## src/rtl/id_hazard_stage.sv

```systemverilog
// ID->EX pipeline register with load-use hazard scoreboard,
// EX back-pressure, jump nullify and a saturating stall counter.
module id_hazard_stage #(
  parameter int XLEN     = 32,
  parameter int RBITS    = 5,
  parameter int CTRL_W   = 16,
  parameter int LOAD_LAT = 1,
  parameter int CNT_W    = 16
) (
  input  logic              clk,
  input  logic              reset_n,
  input  logic              flush,
  input  logic              ex_ready,
  input  logic              id_valid,
  input  logic [RBITS-1:0]  id_rs1,
  input  logic [RBITS-1:0]  id_rs2,
  input  logic              id_rs1_used,
  input  logic              id_rs2_used,
  input  logic [RBITS-1:0]  id_rd,
  input  logic              id_rd_we,
  input  logic              id_is_load,
  input  logic [CTRL_W-1:0] id_ctrl,
  input  logic [XLEN-1:0]   id_imm,
  input  logic [XLEN-1:0]   id_pc,
  output logic              id_stall,
  output logic              ex_valid,
  output logic              ex_rd_we,
  output logic              ex_is_load,
  output logic [RBITS-1:0]  ex_rs1,
  output logic [RBITS-1:0]  ex_rs2,
  output logic [RBITS-1:0]  ex_rd,
  output logic [CTRL_W-1:0] ex_ctrl,
  output logic [XLEN-1:0]   ex_imm,
  output logic [XLEN-1:0]   ex_pc,
  output logic [CNT_W-1:0]  hazard_stalls
);

  typedef struct packed {
    logic              valid;
    logic              rd_we;
    logic              is_load;
    logic [RBITS-1:0]  rs1;
    logic [RBITS-1:0]  rs2;
    logic [RBITS-1:0]  rd;
    logic [CTRL_W-1:0] ctrl;
    logic [XLEN-1:0]   imm;
    logic [XLEN-1:0]   pc;
  } ex_t;

  ex_t              id_b;
  ex_t              ex_q;
  logic             hazard;
  logic             sb_shift;
  logic             sb_in_v;
  logic [CNT_W-1:0] cnt_q;

  always_comb begin
    id_b         = '0;
    id_b.valid   = id_valid;
    id_b.rd_we   = id_rd_we;
    id_b.is_load = id_is_load;
    id_b.rs1     = id_rs1;
    id_b.rs2     = id_rs2;
    id_b.rd      = id_rd;
    id_b.ctrl    = id_ctrl;
    id_b.imm     = id_imm;
    id_b.pc      = id_pc;
  end

  // Scoreboard advances on every cycle EX is not frozen.
  assign sb_shift = flush || ex_ready;
  assign sb_in_v  = !flush && !hazard && id_valid
                 && id_is_load && id_rd_we
                 && (id_rd != '0);

  generate
    if (LOAD_LAT == 0) begin : g_nosb
      assign hazard = 1'b0;
    end else begin : g_sb
      logic [LOAD_LAT-1:0] sb_v;
      logic [RBITS-1:0]    sb_rd [LOAD_LAT];
      logic [LOAD_LAT-1:0] match;

      always_comb begin
        match = '0;
        for (int k = 0; k < LOAD_LAT; k++) begin
          match[k] = sb_v[k]
                  && (sb_rd[k] != '0)
                  && ((id_rs1_used && (id_rs1 == sb_rd[k]))
                   || (id_rs2_used && (id_rs2 == sb_rd[k])));
        end
      end

      assign hazard = id_valid && (|match);

      always_ff @(posedge clk) begin
        if (!reset_n) begin
          sb_v <= '0;
          for (int k = 0; k < LOAD_LAT; k++) begin
            sb_rd[k] <= '0;
          end
        end else if (sb_shift) begin
          for (int k = LOAD_LAT - 1; k > 0; k--) begin
            sb_v[k]  <= sb_v[k-1];
            sb_rd[k] <= sb_rd[k-1];
          end
          sb_v[0]  <= sb_in_v;
          sb_rd[0] <= id_rd;
        end
      end
    end
  endgenerate

  assign id_stall = !flush && (hazard || !ex_ready);

  always_ff @(posedge clk) begin
    if (!reset_n || flush) begin
      ex_q <= '0;
    end else if (ex_ready) begin
      ex_q <= hazard ? '0 : id_b;
    end
  end

  always_ff @(posedge clk) begin
    if (!reset_n) begin
      cnt_q <= '0;
    end else if (!flush && ex_ready && hazard
                 && (cnt_q != '1)) begin
      cnt_q <= cnt_q + CNT_W'(1);
    end
  end

  assign ex_valid      = ex_q.valid;
  assign ex_rd_we      = ex_q.rd_we;
  assign ex_is_load    = ex_q.is_load;
  assign ex_rs1        = ex_q.rs1;
  assign ex_rs2        = ex_q.rs2;
  assign ex_rd         = ex_q.rd;
  assign ex_ctrl       = ex_q.ctrl;
  assign ex_imm        = ex_q.imm;
  assign ex_pc         = ex_q.pc;
  assign hazard_stalls = cnt_q;

endmodule

```

## config.mk

```make
export PLATFORM = sky130hd
export DESIGN_NAME = id_hazard_stage
export DESIGN_NICKNAME = d
export VERILOG_FILES = /design/src/rtl/id_hazard_stage.sv
export SDC_FILE = /design/constraint.sdc
export NUM_CORES = 1
export LEC_CHECK = 0
export ABC_AREA = 1
export CORE_MARGIN = 5
export CORE_UTILIZATION = 40
export DETAILED_ROUTE_END_ITERATION = 10
export PLACE_DENSITY = 0.78
export SETUP_SLACK_MARGIN = 0.2
export SKIP_CTS_REPAIR_TIMING = 1
export SYNTH_ARGS = -nofsm -noshare
export SYNTH_HDL_FRONTEND = slang
export SYNTH_SLANG_ARGS = --single-unit
export TNS_END_PERCENT = 1
```

## constraint.sdc

```tcl
create_clock -name clk -period 2.24 [get_ports clk]
set_input_delay 0.448 -clock clk [delete_from_list [all_inputs] [get_ports clk]]
set_output_delay 0.448 -clock clk [all_outputs]
set_load 0.02 [all_outputs]
```

* After elaboration in Yosys (flattened, before gate mapping)
Memories as Yosys holds them, arrays and structs flattened.
Index checks and enable logic that the tools add are counted.
** Storage, ports and cells
- Memories :: 1
- Word-level logic and storage cells :: 48
- Bits in writable memories :: 5
- Bits in registers :: 115
- Output and inout port bits :: 115
** Memory list
- g_sb.sb_rd :: words 1, bits a word 5, read ports 1, clocked after Yosys merged registers in 0, write ports 1, RTL line 81 : logic [RBITS-1:0] sb_rd [LOAD_LAT];
** Operators by class
- Equal/unequal tests :: 3
- Add/subtract/negate cells :: 1
- Mux-type cells :: 7
- Reductions and logical operators :: 25
** Operators with widths (count)
- 98-bit 2-to-1 mux :: 1
- 16-bit by 1-bit adder with 16-bit output, second input constant :: 1
- 16-bit inequality test, second input constant :: 1
- 1-bit logical AND :: 14
- 5-bit equality test :: 2
- 5-bit nonzero test :: 2
- 1-bit 2-to-1 mux :: 5
- 5-bit 2-to-1 mux :: 1
- 5-bit OR reduction :: 1
- 1-bit zero test :: 4
- 1-bit logical OR :: 4

* Logic depth before layout (Yosys ltp)
Gate-level depths: netlist of run 1.
- Depth after elaboration :: 11
- Gate-level depth with buffers :: 12
- Gate-level depth less buffers :: 12

* Worst setup path after synthesis of run 1
Ideal clock, no wire load.
- Kind :: in2out
- Start point :: in id_rs2[1]
- End point :: out id_stall
- Buffers on the path :: 1
- Path slack :: 240 ps
- Stages :: 11
- Arrival :: 1552 ps
- Cell sequence :: inv_1 > nand2_1 > nand2_1 > nor2_1 > nand3_1 > nand2_2 > nand3_4 > nand2_2 > inv_1 > buf_2 > nor2_1
** On the way
- Cells in the longest elaborated chain, start to end :: 7
** Ends and longest elaborated chain
- from (decl) :: RTL line 16 : input logic [RBITS-1:0] id_rs2,
- 5-bit equality test :: RTL line 90 : || (id_rs2_used && (id_rs2 == sb_rd[k])));
- 1-bit logical AND :: RTL line 90
- 1-bit logical OR :: RTL line 90
- 1-bit logical AND :: RTL line 89 : && ((id_rs1_used && (id_rs1 == sb_rd[k]))
- 1-bit logical AND :: RTL line 94 : assign hazard = id_valid && (|match);
- 1-bit logical OR :: RTL line 114 : assign id_stall = !flush && (hazard || !ex_ready);
- 1-bit logical AND :: RTL line 114
- to (decl) :: RTL line 25 : output logic id_stall,
Every way passes these cells.

* Final worst setup path of run 1
- Start point :: in id_rs1[0]
- End point :: out id_stall
** On the way
- Cells in the longest elaborated chain, start to end :: 7
** Ends and longest elaborated chain
- from (decl) :: RTL line 15 : input logic [RBITS-1:0] id_rs1,
- 5-bit equality test :: RTL line 89
- 1-bit logical AND :: RTL line 89
- 1-bit logical OR :: RTL line 90
- 1-bit logical AND :: RTL line 89
- 1-bit logical AND :: RTL line 94
- 1-bit logical OR :: RTL line 114
- 1-bit logical AND :: RTL line 114
Every way passes these cells.

==> flow_summary.html, run 1 <==
<table>
<tr><th>Metric</th><th>Value</th></tr>
<tr><th colspan="2">Outcome</th></tr>
<tr><td>Run status</td><td>complete, but fails checks</td></tr>
<tr><td>Violations in the final reports</td><td>negative setup slack</td></tr>
<tr><th colspan="2">Pwr</th></tr>
<tr><td>Combinational fraction of design power</td><td>10.7%</td></tr>
<tr><td>Switching power share of the total</td><td>21.7%</td></tr>
<tr><td>NetSw</td><td>1270 uW</td></tr>
<tr><td>Max IR drop VDD</td><td>0.449 mV</td></tr>
<tr><td>Internal power</td><td>4570 uW</td></tr>
<tr><td>Part of the total power dissipated in the clock network</td><td>50.7%</td></tr>
<tr><td>Static leakage power</td><td>0.00313 uW</td></tr>
<tr><td>PD cells</td><td>749 nW/um^2</td></tr>
<tr><td>Seq pwr share</td><td>38.7%</td></tr>
<tr><th colspan="2">Setup path</th></tr>
<tr><td>Setup CP Type</td><td>input port to primary output</td></tr>
<tr><td>Cell count of the worst reg-to-reg path</td><td>9</td></tr>
<tr><td>Slack of the worst reg-to-reg path</td><td>0.12 ns</td></tr>
<tr><td>Critical path required time</td><td>1.79 ns</td></tr>
<tr><td>Worst r2r dst</td><td>ex_imm[10]$_SDFFE_PP0P_</td></tr>
<tr><td>Kind of start point of the critical path</td><td>input port</td></tr>
<tr><td>CP endpoint kind</td><td>primary output</td></tr>
<tr><td>Critical path data arrival time</td><td>1.82 ns</td></tr>
<tr><td>Max FO, Critical Path</td><td>2</td></tr>
<tr><td>Launch point of the worst reg-to-reg path</td><td>g_sb.sb_rd[0][1]$_SDFFCE_PN0P_</td></tr>
<tr><th colspan="2">Yosys</th></tr>
<tr><td>Warning count from the yosys run</td><td>0</td></tr>
<tr><td>Synthesized-area fraction occupied by ao, oa, aoi and oai cells</td><td>12.6%</td></tr>
<tr><td>Post-synthesis instance area</td><td>4750 sq um</td></tr>
<tr><td>Synth Area in Simple Gates</td><td>28.4%</td></tr>
<tr><td>Count of cell types in the netlist</td><td>29</td></tr>
<tr><td>Area share of fa/ha/maj cells after synthesis</td><td>0.264%</td></tr>
<tr><td>Average size of a mapped cell</td><td>7.57 sq um</td></tr>
<tr><td>Synthesized Nets</td><td>732</td></tr>
<tr><td>EDFF count, synth</td><td>5</td></tr>
<tr><td>Main combinational cell family by area after synthesis</td><td>simple AND/OR/NAND/NOR gates</td></tr>
<tr><td>Share of flip-flops with an asynchronous set or reset after synthesis</td><td>0%</td></tr>
<tr><td>Number of storage elements in the synthesis netlist</td><td>120</td></tr>
<tr><td>Cell count after synthesis</td><td>627</td></tr>
<tr><td>Xor/xnor cell area share of the yosys netlist</td><td>0%</td></tr>
<tr><td>Dominant register cell in the synthesized netlist</td><td>sky130_fd_sc_hd__dfxtp_1</td></tr>
<tr><td>Sequential area share after synthesis</td><td>51.6%</td></tr>
<tr><td>Multiplexer share of the synthesized area</td><td>0%</td></tr>
<tr><th colspan="2">Worst hold path</th></tr>
<tr><td>Hold Crit Endpoint</td><td>ex_rs1[2]$_SDFFE_PP0P_</td></tr>
<tr><td>Source of the worst hold timing path</td><td>id_rs1[2]</td></tr>
<tr><td>Class of the most critical hold timing path</td><td>input port to register</td></tr>
<tr><td>Worst hold stages</td><td>3</td></tr>
<tr><th colspan="2">Drt</th></tr>
<tr><td>Routed wire per std cell</td><td>15.0 um</td></tr>
<tr><td>Total wire length after detailed routing</td><td>15,100 um</td></tr>
<tr><td>Final routed DRC violation total</td><td>0</td></tr>
<tr><td>Routed vias</td><td>4,864</td></tr>
<tr><td>Drt first-iter violations</td><td>224</td></tr>
<tr><td>First-pass iteration count of the detailed router</td><td>4</td></tr>
<tr><td>Mean number of vias per cell</td><td>4.83</td></tr>
<tr><td>Remaining number of nets flagged by the antenna check after routing</td><td>0</td></tr>
<tr><th colspan="2">Clock tree</th></tr>
<tr><td>CTS tree</td><td>yes</td></tr>
<tr><td>Clock buffers created by TritonCTS</td><td>17</td></tr>
<tr><td>Sinks on Clock Net</td><td>120</td></tr>
<tr><td>Root buffer cell</td><td>sky130_fd_sc_hd__clkbuf_16</td></tr>
<tr><td>Clock Pin Slew Worst Setup and Hold Paths</td><td>0.05 ns</td></tr>
<tr><td>Clock latency on the worst-skew pair</td><td>0.41 ns</td></tr>
<tr><td>Number of buffers between clock root and the deepest sink</td><td>2</td></tr>
<tr><td>Deepest level of the CTS H-tree</td><td>4</td></tr>
<tr><th colspan="2">Die</th></tr>
<tr><td>Initial core utilization</td><td>41.2%</td></tr>
<tr><td>Die outline height</td><td>119 um</td></tr>
<tr><td>Die ar.</td><td>14,200 sq um</td></tr>
<tr><td>Core box area</td><td>11,500 sq um</td></tr>
<tr><td>Number of rows created at floorplan</td><td>39</td></tr>
<tr><td>Number of top-level pins</td><td>219</td></tr>
<tr><td>Overall die width</td><td>119 um</td></tr>
<tr><th colspan="2">Timing</th></tr>
<tr><td>Maximum clock skew at final layout</td><td>0.00478 ns</td></tr>
<tr><td>Worst slew margin</td><td>47.6%</td></tr>
<tr><td>Crit path time final</td><td>2.27 ns</td></tr>
<tr><td>Highest achievable clock rate</td><td>0.440 GHz</td></tr>
<tr><td>Period utilisation layout</td><td>101%</td></tr>
<tr><td>Transition time of the tightest slew-check pin</td><td>0.786 ns</td></tr>
<tr><td>Final Worst Setup Slack</td><td>-0.0308 ns</td></tr>
<tr><td>Setup violators final</td><td>1</td></tr>
<tr><td>Setup total negative slack</td><td>-0.0308 ns</td></tr>
<tr><td>Number of failing hold endpoints at the final stage</td><td>0</td></tr>
<tr><td>RSZ-0062 raised after global routing</td><td>true</td></tr>
<tr><td>Number of max-slew violations in the final report</td><td>0</td></tr>
<tr><th colspan="2">Placed design</th></tr>
<tr><td>Pre-CTS worst setup slack</td><td>-0.525 ns</td></tr>
<tr><td>Placer Congestion</td><td>0.839</td></tr>
<tr><td>Detailed placement HPWL</td><td>11,000 um</td></tr>
<tr><td>Post-Place Cell Area</td><td>7100 sq um</td></tr>
<tr><td>Buffers on Ports</td><td>218</td></tr>
<tr><th colspan="2">Global routing</th></tr>
<tr><td>Grt total ovfl</td><td>0</td></tr>
<tr><td>Global routing usage summed across all routing layers</td><td>21.3%</td></tr>
<tr><td>Number of global-route vias before repair</td><td>4,958</td></tr>
<tr><td>Maximum number of pins on one net before global-route repair</td><td>85</td></tr>
<tr><td>Initial antenna violation count</td><td>0</td></tr>
<tr><td>Wire length of the first global-routing pass</td><td>24,100 um</td></tr>
<tr><th colspan="2">Finish</th></tr>
<tr><td>Sequential standard cell area</td><td>2450 sq um</td></tr>
<tr><td>Post-route cell area</td><td>7790 sq um</td></tr>
<tr><td>Combined area of the multi-input logic cells</td><td>1970 sq um</td></tr>
<tr><td>Total Nets Final</td><td>957</td></tr>
<tr><td>Count of filler cells inserted in the layout</td><td>939</td></tr>
<tr><td>Fraction of final layout cells sized beyond drive strength 1</td><td>9.48%</td></tr>
<tr><td>Number of diodes</td><td>0</td></tr>
<tr><td>Synth-to-layout area growth</td><td>64.1%</td></tr>
<tr><th colspan="2">Flow run</th></tr>
<tr><td>Number of maximum-capacitance violations</td><td>0</td></tr>
</table>
layout make-up:
cell class                      instances  area share [%]
Clock buffer                           27            7.11
Clock inverter                          5            1.32
Inverter                               38            1.83
Multi-Input combinational cell        435            25.3
Sequential cell                       120            31.5
Tap cell                              143            2.30
Timing Repair Buffer                  240            30.6
layer usage:
layer	track usage, %	vias up	share of wire (%)
met4	9.63	0	2.6
li1	-	2444	-
met3	9.05	29	9.5
met1	22.2	2184	39
met5	0	-	0
met2	37.3	207	49
placed cells by master, fill, tap and decap left out, drive strengths merged:
cell type,count
bufinv,3
clkdlybuf4s50,211
nand2,248
nand4,3
o21bai,1
a21oi,12
inv,37
clkinvlp,1
dlymetal6s2s,6
dfxtp,115
edfxtp,5
buf,23
nor3,5
nand3,28
ha,1
o21ai,81
clkbuf,27
nor2,45
clkinv,2
o31ai,11
stage by stage:
step | hold slack [ns] | utilization [%] | power [uW] | std cells
final | 0.364 | 67.7 | 5840 | 1008
after global routing | 0.357 | 67.7 | 6040 | 1008
after CTS | 0.456 | 67.4 | 5880 | 1007
after detailed placement | 0.446 | 61.7 | 2920 | 975
after global placement | 0.438 | 61.7 | 2910 | 975
after floorplan | 0.425 | - | 2550 | 627
registers in the layout, summed over array words and instances (netlist names):
signal         flops
ex_ctrl           16
ex_imm            32
ex_is_load         1
ex_pc             32
ex_rd              5
ex_rd_we           1
ex_rs1             5
ex_rs2             5
ex_valid           1
g_sb.sb_rd         5
g_sb.sb_v          1
hazard_stalls     16
worst max-delay path, cell delays in order:
cell and delay (ns):
sky130_fd_sc_hd__clkdlybuf4s50_1 0.48, sky130_fd_sc_hd__inv_1 0.05, sky130_fd_sc_hd__nand2_1 0.05, sky130_fd_sc_hd__nand2_1 0.05
sky130_fd_sc_hd__nor2_1 0.09, sky130_fd_sc_hd__nand3_1 0.11, sky130_fd_sc_hd__nand2_2 0.11, sky130_fd_sc_hd__nand3_4 0.08
sky130_fd_sc_hd__nand2_2 0.09, sky130_fd_sc_hd__inv_2 0.05, sky130_fd_sc_hd__nor2_2 0.11, sky130_fd_sc_hd__buf_6 0.12
power groups by stage:
stage,Sequential [uW],Clock [uW],Combinational (uW)
finish,2260,2960,623
global route,2260,3110,670
CTS,2260,3000,627
detailed placement,2300,0,621
global placement,2300,0,612
floorplan,2370,0,180
cells by family after synthesis:
family	count (synthesis)
simple gates	329
flops	120
compound gates	105
buf+inv	72
fa+ha+maj	1
worst max path at each step:
stage                                         from  endpoint  slack, ns  cells after the start
floorplan                                id_rs2[1]  id_stall       0.24                     11
global placement                         id_rs2[3]  id_stall      -0.51                     12
detailed placement                       id_rs1[1]  id_stall      -0.53                     12
CTS                                      id_rs1[1]  id_stall      -0.58                     12
global route        g_sb.sb_rd[0][1]$_SDFFCE_PN0P_  id_stall      -0.12                     10
finish                                   id_rs1[0]  id_stall      -0.03                     12
synth_stat cells, types with 6 or more instances:
master,number,area share (%)
sky130_fd_sc_hd__nand2_1,245,19
sky130_fd_sc_hd__dfxtp_1,115,48
sky130_fd_sc_hd__o21ai_0,75,7.9
sky130_fd_sc_hd__nor2_1,40,3.2
sky130_fd_sc_hd__inv_1,31,2.5
sky130_fd_sc_hd__nand3_1,26,2.7
sky130_fd_sc_hd__clkbuf_1,17,1.3
sky130_fd_sc_hd__a21oi_1,11,1.2
sky130_fd_sc_hd__buf_4,8,1.3
sky130_fd_sc_hd__inv_2,6,0.47
sky130_fd_sc_hd__o21ai_1,6,0.63
sky130_fd_sc_hd__o31ai_2,6,1.6
Note: power is estimated with default switching activity, not from simulation.
==> run 2, diff against run 1 <==
--- a/config.mk
+++ b/config.mk
@@ -8,7 +8,9 @@
 export ABC_AREA = 1
 export CORE_MARGIN = 5
 export CORE_UTILIZATION = 40
+export CTS_CLUSTER_SIZE = 28
 export DETAILED_ROUTE_END_ITERATION = 10
+export GPL_TIMING_DRIVEN = 0
 export PLACE_DENSITY = 0.78
 export SETUP_SLACK_MARGIN = 0.2
 export SKIP_CTS_REPAIR_TIMING = 1
==> flow_summary.html, run 2 (synthesized netlist as in run 1, its figures left out) <==
<table>
<tr><th>Metric</th><th>Value</th></tr>
<tr><th colspan="2">Die</th></tr>
<tr><td>Initial core utilization</td><td>41.2% (unchanged)</td></tr>
<tr><td>Overall die width</td><td>119 um (unchanged)</td></tr>
<tr><td>Die ar.</td><td>14,200 sq um (unchanged)</td></tr>
<tr><td>Core box area</td><td>11,500 sq um (unchanged)</td></tr>
<tr><td>Number of rows created at floorplan</td><td>39 (unchanged)</td></tr>
<tr><td>Die outline height</td><td>119 um (unchanged)</td></tr>
<tr><td>Number of top-level pins</td><td>219 (unchanged)</td></tr>
<tr><th colspan="2">Global routing</th></tr>
<tr><td>Number of global-route vias before repair</td><td>5,035 (was 4,958)</td></tr>
<tr><td>Wire length of the first global-routing pass</td><td>24,700 um (was 24,100 um)</td></tr>
<tr><td>Global routing usage summed across all routing layers</td><td>21.9% (was 21.3%)</td></tr>
<tr><td>Grt total ovfl</td><td>0 (unchanged)</td></tr>
<tr><td>Initial antenna violation count</td><td>0 (unchanged)</td></tr>
<tr><td>Maximum number of pins on one net before global-route repair</td><td>17 (was 85)</td></tr>
<tr><th colspan="2">Flow run</th></tr>
<tr><td>Number of maximum-capacitance violations</td><td>0 (unchanged)</td></tr>
<tr><th colspan="2">Setup path</th></tr>
<tr><td>Slack of the worst reg-to-reg path</td><td>0.39 ns (was 0.12 ns)</td></tr>
<tr><td>Critical path required time</td><td>1.79 ns (about the same)</td></tr>
<tr><td>Cell count of the worst reg-to-reg path</td><td>9 (unchanged)</td></tr>
<tr><td>Launch point of the worst reg-to-reg path</td><td>hazard_stalls[0]$_SDFFE_PN0P_ (was g_sb.sb_rd[0][1]$_SDFFCE_PN0P_)</td></tr>
<tr><td>Kind of start point of the critical path</td><td>register (was input port)</td></tr>
<tr><td>CP endpoint kind</td><td>primary output (unchanged)</td></tr>
<tr><td>Max FO, Critical Path</td><td>3 (was 2)</td></tr>
<tr><td>Worst r2r dst</td><td>hazard_stalls[8]$_SDFFE_PN0P_ (was ex_imm[10]$_SDFFE_PP0P_)</td></tr>
<tr><td>Critical path data arrival time</td><td>1.83 ns (was 1.82 ns)</td></tr>
<tr><td>End point of the critical path</td><td>id_stall (unchanged)</td></tr>
<tr><td>Setup CP Type</td><td>register to primary output (was input port to primary output)</td></tr>
<tr><td>Beginning of the critical path</td><td>g_sb.sb_rd[0][0]$_SDFFCE_PN0P_ (was id_rs1[0])</td></tr>
<tr><th colspan="2">Finish</th></tr>
<tr><td>Combined area of the multi-input logic cells</td><td>1990 sq um (was 1970 sq um)</td></tr>
<tr><td>Fraction of final layout cells sized beyond drive strength 1</td><td>9.75% (was 9.48%)</td></tr>
<tr><td>Number of diodes</td><td>0 (unchanged)</td></tr>
<tr><td>Total Nets Final</td><td>975 (was 957)</td></tr>
<tr><td>Post-route cell area</td><td>7780 sq um (was 7790 sq um)</td></tr>
<tr><td>Count of filler cells inserted in the layout</td><td>972 (was 939)</td></tr>
<tr><td>Final instance count without filler cells</td><td>1,025 (was 1,008)</td></tr>
<tr><td>Commonest non-fill, non-tap cells in the layout</td><td>sky130_fd_sc_hd__nand2_1, sky130_fd_sc_hd__clkdlybuf4s50_1, sky130_fd_sc_hd__dfxtp_1, sky130_fd_sc_hd__o21ai_0, sky130_fd_sc_hd__nor2_1 (unchanged)</td></tr>
<tr><td>Synth-to-layout area growth</td><td>63.8% (was 64.1%)</td></tr>
<tr><td>Most frequent standard cell in the layout excluding fill and tap cells</td><td>sky130_fd_sc_hd__nand2_1 (unchanged)</td></tr>
<tr><td>Sequential standard cell area</td><td>2450 sq um (unchanged)</td></tr>
<tr><th colspan="2">Timing</th></tr>
<tr><td>RSZ-0062 raised after global routing</td><td>true (unchanged)</td></tr>
<tr><td>Highest achievable clock rate</td><td>0.439 GHz (was 0.440 GHz)</td></tr>
<tr><td>Setup violators final</td><td>1 (unchanged)</td></tr>
<tr><td>Transition time of the tightest slew-check pin</td><td>0.701 ns (was 0.786 ns)</td></tr>
<tr><td>Final Worst Setup Slack</td><td>-0.0357 ns (was -0.0308 ns)</td></tr>
<tr><td>Worst slew margin</td><td>52.8% (was 47.6%)</td></tr>
<tr><td>Maximum clock skew at final layout</td><td>0.00320 ns (was 0.00478 ns)</td></tr>
<tr><td>Crit path time final</td><td>2.28 ns (was 2.27 ns)</td></tr>
<tr><td>Period utilisation layout</td><td>102% (was 101%)</td></tr>
<tr><td>Number of failing hold endpoints at the final stage</td><td>0 (unchanged)</td></tr>
<tr><td>Number of max-slew violations in the final report</td><td>0 (unchanged)</td></tr>
<tr><th colspan="2">Drt</th></tr>
<tr><td>Final routed DRC violation total</td><td>0 (unchanged)</td></tr>
<tr><td>Remaining number of nets flagged by the antenna check after routing</td><td>0 (unchanged)</td></tr>
<tr><td>Routed vias</td><td>4,963 (was 4,864)</td></tr>
<tr><td>First-pass iteration count of the detailed router</td><td>5 (was 4)</td></tr>
<tr><td>Drt first-iter violations</td><td>282 (was 224)</td></tr>
<tr><td>Routed wire per std cell</td><td>15.1 um (was 15.0 um)</td></tr>
<tr><td>Mean number of vias per cell</td><td>4.84 (was 4.83)</td></tr>
<tr><td>Total wire length after detailed routing</td><td>15,500 um (was 15,100 um)</td></tr>
<tr><th colspan="2">Clock tree</th></tr>
<tr><td>Clock buffers created by TritonCTS</td><td>17 (unchanged)</td></tr>
<tr><td>CTS tree</td><td>yes (unchanged)</td></tr>
<tr><td>Sinks on Clock Net</td><td>120 (unchanged)</td></tr>
<tr><td>Clock latency on the worst-skew pair</td><td>0.41 ns (about the same)</td></tr>
<tr><td>Clock Pin Slew Worst Setup and Hold Paths</td><td>0.05 ns (about the same)</td></tr>
<tr><td>Number of buffers between clock root and the deepest sink</td><td>2 (unchanged)</td></tr>
<tr><td>Root buffer cell</td><td>sky130_fd_sc_hd__clkbuf_16 (unchanged)</td></tr>
<tr><td>Deepest level of the CTS H-tree</td><td>4 (unchanged)</td></tr>
<tr><th colspan="2">Outcome</th></tr>
<tr><td>Violations in the final reports</td><td>negative setup slack (unchanged)</td></tr>
<tr><td>Run status</td><td>complete, but fails checks (unchanged)</td></tr>
<tr><th colspan="2">Placed design</th></tr>
<tr><td>Placer Congestion</td><td>0.832 (was 0.839)</td></tr>
<tr><td>Number of cells after detailed placement</td><td>987 (was 975)</td></tr>
<tr><td>Buffers on Ports</td><td>217 (was 218)</td></tr>
<tr><td>Detailed placement HPWL</td><td>11,700 um (was 11,000 um)</td></tr>
<tr><td>Post-Place Cell Area</td><td>7100 sq um (about the same)</td></tr>
<tr><th colspan="2">Pwr</th></tr>
<tr><td>Max IR drop VDD</td><td>0.565 mV (was 0.449 mV)</td></tr>
<tr><td>PD cells</td><td>696 nW/um^2 (was 749 nW/um^2)</td></tr>
<tr><td>Static leakage power</td><td>0.00315 uW (was 0.00313 uW)</td></tr>
<tr><th colspan="2">Worst hold path</th></tr>
<tr><td>Class of the most critical hold timing path</td><td>input port to register (unchanged)</td></tr>
</table>
==> run 2: worst min path at each step <==
stage / startpoint / end / depth (start not counted)
final: reset_n / hazard_stalls[0]$_SDFFE_PN0P_ / 3
after global routing: reset_n / hazard_stalls[2]$_SDFFE_PN0P_ / 3
after CTS: reset_n / hazard_stalls[0]$_SDFFE_PN0P_ / 3
after detailed placement: ex_imm[23]$_SDFFE_PP0P_ / ex_imm[23]$_SDFFE_PP0P_ / 2
after global placement: ex_imm[23]$_SDFFE_PP0P_ / ex_imm[23]$_SDFFE_PP0P_ / 2
after floorplan: g_sb.sb_v$_SDFFE_PN0P_ / g_sb.sb_v$_SDFFE_PN0P_ / 2
==> run 2: area by class of cell <==
class	instances	area share, %
flip-flops and latches	120	31.5
repair buffers	224	29.0
multi-input cells	435	25.6
clock buffers	22	6.10
plain buffers	34	2.70
well taps	143	2.30
inverters	38	1.87
clock inverters	9	0.965
==> run 2: routing by layer <==
metal	wire length (um)	GRT usage [%]	vias up	part of all wire [%]
li1	-	-	2487	-
met1	6020	22.7	2250	39
met2	7670	38.6	205	50
met3	1510	9.86	21	9.8
met4	280	8.69	0	1.8
met5	0	0	-	0
==> run 2: worst max-delay path: stages, from the launching register on <==
cell                       delay [ns]
sky130_fd_sc_hd__edfxtp_1        0.39
sky130_fd_sc_hd__inv_2           0.06
sky130_fd_sc_hd__nand2_1         0.06
sky130_fd_sc_hd__nand2_1         0.06
sky130_fd_sc_hd__nor2_1          0.12
sky130_fd_sc_hd__nand3_1         0.09
sky130_fd_sc_hd__nand2_2         0.09
sky130_fd_sc_hd__nand3_4         0.08
sky130_fd_sc_hd__nand2_4         0.09
sky130_fd_sc_hd__inv_4           0.05
sky130_fd_sc_hd__buf_8           0.12
sky130_fd_sc_hd__nor2_4          0.07
sky130_fd_sc_hd__buf_6           0.12
==> run 2: where the power goes <==
group / switching [uW] / total [uW] / internal [uW]
registers: 38.4 / 2260 / 2220
clock network: 924 / 2510 / 1590
logic: 305 / 637 / 332
==> run 2: stage by stage <==
step                TNS, ns  total power, uW  hold WS, ns  utilization, %  setup slack, ns
floorplan                 0             2550        0.425               -            0.240
global placement     -11.55             2910        0.438            61.6           -0.939
detailed placement   -14.92             2920        0.444            61.6           -0.938
CTS                   -1.26             5430        0.321            66.4           -0.956
global route         -0.188             5620        0.335            67.5           -0.188
finish              -0.0357             5410        0.333            67.5          -0.0357
==> run 3, diff against run 2 <==
--- a/config.mk
+++ b/config.mk
@@ -5,13 +5,12 @@
 export SDC_FILE = /design/constraint.sdc
 export NUM_CORES = 1
 export LEC_CHECK = 0
-export ABC_AREA = 1
 export CORE_MARGIN = 5
 export CORE_UTILIZATION = 40
 export CTS_CLUSTER_SIZE = 28
 export DETAILED_ROUTE_END_ITERATION = 10
 export GPL_TIMING_DRIVEN = 0
-export PLACE_DENSITY = 0.78
+export PLACE_DENSITY = 0.81
 export SETUP_SLACK_MARGIN = 0.2
 export SKIP_CTS_REPAIR_TIMING = 1
 export SYNTH_ARGS = -nofsm -noshare
==> flow_summary.html, run 3 <==
<table>
<tr><th>Metric</th><th>Value</th></tr>
<tr><th colspan="2">Pwr</th></tr>
<tr><td>Static leakage power</td><td>0.00300 uW (was 0.00315 uW)</td></tr>
<tr><td>NetSw</td><td>1230 uW (was 1270 uW)</td></tr>
<tr><td>Switching power share of the total</td><td>22.3% (was 23.4%)</td></tr>
<tr><td>Internal power</td><td>4290 uW (was 4140 uW)</td></tr>
<tr><td>Max IR drop VDD</td><td>0.554 mV (was 0.565 mV)</td></tr>
<tr><td>Combinational fraction of design power</td><td>10.8% (was 11.8%)</td></tr>
<tr><td>Seq pwr share</td><td>41.0% (was 41.7%)</td></tr>
<tr><td>PD cells</td><td>745 nW/um^2 (was 696 nW/um^2)</td></tr>
<tr><td>Part of the total power dissipated in the clock network</td><td>48.3% (was 46.5%)</td></tr>
<tr><th colspan="2">Global routing</th></tr>
<tr><td>Wire length of the first global-routing pass</td><td>22,100 um (was 24,700 um)</td></tr>
<tr><td>Maximum number of pins on one net before global-route repair</td><td>17 (unchanged)</td></tr>
<tr><td>Grt total ovfl</td><td>0 (unchanged)</td></tr>
<tr><td>Number of global-route vias before repair</td><td>4,101 (was 5,035)</td></tr>
<tr><td>Initial antenna violation count</td><td>0 (unchanged)</td></tr>
<tr><td>Global routing usage summed across all routing layers</td><td>21.8% (was 21.9%)</td></tr>
<tr><th colspan="2">Clock tree</th></tr>
<tr><td>CTS tree</td><td>yes (unchanged)</td></tr>
<tr><td>Sinks on Clock Net</td><td>120 (unchanged)</td></tr>
<tr><td>Number of buffers between clock root and the deepest sink</td><td>2 (unchanged)</td></tr>
<tr><td>Root buffer cell</td><td>sky130_fd_sc_hd__clkbuf_8 (was sky130_fd_sc_hd__clkbuf_16)</td></tr>
<tr><td>Clock Pin Slew Worst Setup and Hold Paths</td><td>0.06 ns (was 0.05 ns)</td></tr>
<tr><td>Clock latency on the worst-skew pair</td><td>0.51 ns (was 0.41 ns)</td></tr>
<tr><td>Clock buffers created by TritonCTS</td><td>17 (unchanged)</td></tr>
<tr><td>Deepest level of the CTS H-tree</td><td>4 (unchanged)</td></tr>
<tr><th colspan="2">Drt</th></tr>
<tr><td>Remaining number of nets flagged by the antenna check after routing</td><td>0 (unchanged)</td></tr>
<tr><td>Drt first-iter violations</td><td>271 (was 282)</td></tr>
<tr><td>Final routed DRC violation total</td><td>0 (unchanged)</td></tr>
<tr><td>First-pass iteration count of the detailed router</td><td>4 (was 5)</td></tr>
<tr><td>Routed vias</td><td>4,032 (was 4,963)</td></tr>
<tr><td>Total wire length after detailed routing</td><td>14,500 um (was 15,500 um)</td></tr>
<tr><td>Routed wire per std cell</td><td>18.9 um (was 15.1 um)</td></tr>
<tr><td>Mean number of vias per cell</td><td>5.28 (was 4.84)</td></tr>
<tr><th colspan="2">Die</th></tr>
<tr><td>Initial core utilization</td><td>41.3% (was 41.2%)</td></tr>
<tr><td>Number of rows created at floorplan</td><td>37 (was 39)</td></tr>
<tr><td>Core box area</td><td>10,400 sq um (was 11,500 sq um)</td></tr>
<tr><td>Die outline height</td><td>113 um (was 119 um)</td></tr>
<tr><td>Overall die width</td><td>113 um (was 119 um)</td></tr>
<tr><td>Die ar.</td><td>12,900 sq um (was 14,200 sq um)</td></tr>
<tr><td>Number of top-level pins</td><td>219 (unchanged)</td></tr>
<tr><th colspan="2">Yosys</th></tr>
<tr><td>Warning count from the yosys run</td><td>0 (unchanged)</td></tr>
<tr><td>Share of flip-flops with an asynchronous set or reset after synthesis</td><td>0% (unchanged)</td></tr>
<tr><td>EDFF count, synth</td><td>5 (unchanged)</td></tr>
<tr><td>Average size of a mapped cell</td><td>11.5 sq um (was 7.57 sq um)</td></tr>
<tr><td>Synth cell count leaders</td><td>sky130_fd_sc_hd__dfxtp_1, sky130_fd_sc_hd__a22o_1, sky130_fd_sc_hd__nand2_1, sky130_fd_sc_hd__clkbuf_1 (was sky130_fd_sc_hd__nand2_1, sky130_fd_sc_hd__dfxtp_1, sky130_fd_sc_hd__o21ai_0, sky130_fd_sc_hd__nor2_1, sky130_fd_sc_hd__inv_1)</td></tr>
<tr><td>Count of cell types in the netlist</td><td>35 (was 29)</td></tr>
<tr><td>Multiplexer share of the synthesized area</td><td>2.11% (was 0%)</td></tr>
<tr><td>Top cell type by total area after synthesis</td><td>sky130_fd_sc_hd__dfxtp_1 (unchanged)</td></tr>
<tr><td>Synthesized Nets</td><td>477 (was 732)</td></tr>
<tr><td>Main combinational cell family by area after synthesis</td><td>compound AO/OA/AOI/OAI gates (was simple AND/OR/NAND/NOR gates)</td></tr>
<tr><td>Synthesized-area fraction occupied by ao, oa, aoi and oai cells</td><td>23.8% (was 12.6%)</td></tr>
<tr><td>Dominant register cell in the synthesized netlist</td><td>sky130_fd_sc_hd__dfxtp_1 (unchanged)</td></tr>
<tr><td>Number of storage elements in the synthesis netlist</td><td>120 (unchanged)</td></tr>
<tr><td>Sequential area share after synthesis</td><td>57.3% (was 51.6%)</td></tr>
<tr><td>Portion of synthesized cell area occupied by the leading cell type</td><td>53.8% (was 48.5%)</td></tr>
<tr><td>Post-synthesis instance area</td><td>4280 sq um (was 4750 sq um)</td></tr>
<tr><td>Synth Area in Simple Gates</td><td>10.5% (was 28.4%)</td></tr>
<tr><td>Dominant cell by count in the synthesized netlist</td><td>sky130_fd_sc_hd__dfxtp_1 (was sky130_fd_sc_hd__nand2_1)</td></tr>
<tr><td>Cell count after synthesis</td><td>372 (was 627)</td></tr>
<tr><td>Leading post-synthesis cells by cell area</td><td>sky130_fd_sc_hd__dfxtp_1, sky130_fd_sc_hd__a22o_1, sky130_fd_sc_hd__edfxtp_1, sky130_fd_sc_hd__mux2i_1, sky130_fd_sc_hd__xor2_1 (was sky130_fd_sc_hd__dfxtp_1, sky130_fd_sc_hd__nand2_1, sky130_fd_sc_hd__o21ai_0, sky130_fd_sc_hd__edfxtp_1, sky130_fd_sc_hd__nor2_1)</td></tr>
<tr><td>Xor/xnor cell area share of the yosys netlist</td><td>2.05% (was 0%)</td></tr>
<tr><td>Area share of fa/ha/maj cells after synthesis</td><td>0.292% (was 0.264%)</td></tr>
<tr><th colspan="2">Setup path</th></tr>
<tr><td>Worst r2r dst</td><td>ex_imm[7]$_SDFFE_PP0P_ (was hazard_stalls[8]$_SDFFE_PN0P_)</td></tr>
<tr><td>Setup CP Type</td><td>register to primary output (unchanged)</td></tr>
<tr><td>Slowest-stage cell, CP</td><td>sky130_fd_sc_hd__or4_1 (was sky130_fd_sc_hd__edfxtp_1)</td></tr>
<tr><td>Critical path data arrival time</td><td>2.49 ns (was 1.83 ns)</td></tr>
<tr><td>Chain of cells forming the critical path</td><td>or4_1 -&gt; o21ai_4 -&gt; clkbuf_4 -&gt; o31ai_4 -&gt; nor2b_4 -&gt; buf_6 (was inv_2 -&gt; nand2_1 -&gt; nand2_1 -&gt; nor2_1 -&gt; nand3_1 -&gt; nand2_2 -&gt; nand3_4 -&gt; nand2_4 -&gt; inv_4 -&gt; buf_8 -&gt; nor2_4 -&gt; buf_6)</td></tr>
<tr><td>Kind of start point of the critical path</td><td>register (unchanged)</td></tr>
<tr><td>Beginning of the critical path</td><td>g_sb.sb_rd[0][0]$_SDFFCE_PN0P_ (unchanged)</td></tr>
<tr><td>CP endpoint kind</td><td>primary output (unchanged)</td></tr>
<tr><td>Cell count of the worst reg-to-reg path</td><td>9 (unchanged)</td></tr>
<tr><td>Max FO, Critical Path</td><td>10 (was 3)</td></tr>
<tr><td>Launch point of the worst reg-to-reg path</td><td>g_sb.sb_rd[0][1]$_SDFFCE_PN0P_ (was hazard_stalls[0]$_SDFFE_PN0P_)</td></tr>
<tr><td>Critical path required time</td><td>1.79 ns (about the same)</td></tr>
<tr><td>Combined buffer and inverter count along the critical path</td><td>2 (was 4)</td></tr>
<tr><td>Count of cell instances traversed by the critical path</td><td>6 (was 12)</td></tr>
<tr><td>CP delay by family, top</td><td>simple AND/OR/NAND/NOR gates (unchanged)</td></tr>
<tr><td>End point of the critical path</td><td>id_stall (unchanged)</td></tr>
<tr><td>Slack of the worst reg-to-reg path</td><td>-0.18 ns (was 0.39 ns)</td></tr>
<tr><td>Max stage delay on crit path</td><td>0.62 ns (was 0.39 ns)</td></tr>
<tr><th colspan="2">Timing</th></tr>
<tr><td>Number of failing hold endpoints at the final stage</td><td>0 (unchanged)</td></tr>
<tr><td>Number of max-slew violations in the final report</td><td>0 (unchanged)</td></tr>
<tr><td>Crit path time final</td><td>2.94 ns (was 2.28 ns)</td></tr>
<tr><td>RSZ-0062 raised after global routing</td><td>true (unchanged)</td></tr>
<tr><td>Transition time of the tightest slew-check pin</td><td>0.825 ns (was 0.701 ns)</td></tr>
<tr><td>Final Worst Setup Slack</td><td>-0.700 ns (was -0.0357 ns)</td></tr>
<tr><td>Maximum clock skew at final layout</td><td>0.00717 ns (was 0.00320 ns)</td></tr>
<tr><td>Final Hold Slack</td><td>0.443 ns (was 0.333 ns)</td></tr>
<tr><td>Setup total negative slack</td><td>-11.21 ns (was -0.0357 ns)</td></tr>
<tr><td>Highest achievable clock rate</td><td>0.340 GHz (was 0.439 GHz)</td></tr>
<tr><td>Period utilisation layout</td><td>131% (was 102%)</td></tr>
<tr><td>Worst slew margin</td><td>44.7% (was 52.8%)</td></tr>
<tr><td>Setup violators final</td><td>100 (was 1)</td></tr>
<tr><th colspan="2">Finish</th></tr>
<tr><td>Total Nets Final</td><td>720 (was 975)</td></tr>
<tr><td>Number of diodes</td><td>0 (unchanged)</td></tr>
<tr><td>Commonest non-fill, non-tap cells in the layout</td><td>sky130_fd_sc_hd__clkdlybuf4s50_1, sky130_fd_sc_hd__dfxtp_1, sky130_fd_sc_hd__a22o_1, sky130_fd_sc_hd__nand2_1, sky130_fd_sc_hd__clkbuf_16 (was sky130_fd_sc_hd__nand2_1, sky130_fd_sc_hd__clkdlybuf4s50_1, sky130_fd_sc_hd__dfxtp_1, sky130_fd_sc_hd__o21ai_0, sky130_fd_sc_hd__nor2_1)</td></tr>
<tr><td>Fraction of final layout cells sized beyond drive strength 1</td><td>10.7% (was 9.75%)</td></tr>
<tr><td>Synth-to-layout area growth</td><td>73.1% (was 63.8%)</td></tr>
<tr><td>Most frequent standard cell in the layout excluding fill and tap cells</td><td>sky130_fd_sc_hd__clkdlybuf4s50_1 (was sky130_fd_sc_hd__nand2_1)</td></tr>
<tr><th colspan="2">Placed design</th></tr>
<tr><td>Placer Congestion</td><td>0.848 (was 0.832)</td></tr>
<tr><td>Detailed placement HPWL</td><td>10,800 um (was 11,700 um)</td></tr>
<tr><td>Buffers on Ports</td><td>218 (was 217)</td></tr>
<tr><th colspan="2">Flow run</th></tr>
<tr><td>Number of maximum-capacitance violations</td><td>0 (unchanged)</td></tr>
<tr><th colspan="2">Outcome</th></tr>
<tr><td>Violations in the final reports</td><td>negative setup slack (unchanged)</td></tr>
<tr><td>Run status</td><td>complete, but fails checks (unchanged)</td></tr>
<tr><th colspan="2">Worst hold path</th></tr>
<tr><td>Class of the most critical hold timing path</td><td>input port to register (unchanged)</td></tr>
</table>
run 3: cell types whose count changed in the layout (fill, tap and decap cells not counted), sizes merged, moves of 8 or more:
cell and delta:
nand2 -230, a22o +97, o21ai -79, nor2 -38, inv -32, nand3 -24
and2 +10, nand2b +10, nor4 +10, mux2i +9, or4 +9, xor2 +8
run 3: kinds of logic after synthesis:
kind of cell / count (synthesis)
multiplexers: 9
AO/OA/AOI/OAI: 121
adder cells (fa/ha/maj): 1
buffers and inverters: 33
XOR/XNOR: 10
AND/OR/NAND/NOR: 78
flip-flops: 120
run 3: layout make-up:
cell class,instances,area [sq um]
fillers,745,2960
flip-flops and latches,120,2450
repair buffers,224,2260
multi-input cells,219,1750
clock buffers,25,495
well taps,136,170
plain buffers,27,168
clock inverters,7,88.8
inverters,6,22.5
run 3: layer usage:
metal,routed length (um),part of all wire [%],track usage (%),up-vias
met4,169,1.2,7.21,0
li1,-,-,-,1906
met5,0,0,0,-
met3,1220,8.5,7.96,14
met2,7190,50,36.5,200
met1,5880,41,26.0,1912
run 3: worst min path at each step:
stage	from	end	slack [ns]	cells after the start
2_1_floorplan	g_sb.sb_v$_SDFFE_PN0P_	g_sb.sb_v$_SDFFE_PN0P_	0.46	2
3_3_place_gp	ex_valid$_SDFFE_PP0P_	ex_valid$_SDFFE_PP0P_	0.46	2
3_5_place_dp	ex_pc[10]$_SDFFE_PP0P_	ex_pc[10]$_SDFFE_PP0P_	0.46	1
4_1_cts	ex_imm[22]$_SDFFE_PP0P_	ex_imm[22]$_SDFFE_PP0P_	0.48	1
5_1_grt	ex_ready	ex_valid$_SDFFE_PP0P_	0.45	3
6_report	ex_ready	ex_valid$_SDFFE_PP0P_	0.44	3
run 3: worst min-delay path: stages:
cell and delay [ns]:
sky130_fd_sc_hd__dlymetal6s2s_1 0.23, sky130_fd_sc_hd__o211ai_1 0.15, sky130_fd_sc_hd__a21oi_1 0.07
run 3: metrics by stage:
| stage | total power [uW] | setup WS [ns] | std cells | instance area [sq um] | utilization, % |
|---|---|---|---|---|---|
| final | 5520 | -0.700 | 764 | 7410 | 71.4 |
| after global routing | 5720 | -0.825 | 764 | 7410 | 71.4 |
| after CTS | 5540 | -1.37 | 758 | 7230 | 69.7 |
| after detailed placement | 2880 | -1.24 | 726 | 6640 | 64.1 |
| after global placement | 2860 | -1.24 | 726 | 6640 | 64.1 |
| after floorplan | 2520 | -0.0285 | 372 | 4290 | - |
run 3: power groups by stage:
stage / clock, uW / sequential, uW / combinational [uW]
after floorplan: 0 / 2370 / 145
after global placement: 0 / 2300 / 562
after detailed placement: 0 / 2300 / 572
after CTS: 2700 / 2260 / 577
after global routing: 2820 / 2270 / 629
final: 2660 / 2260 / 595
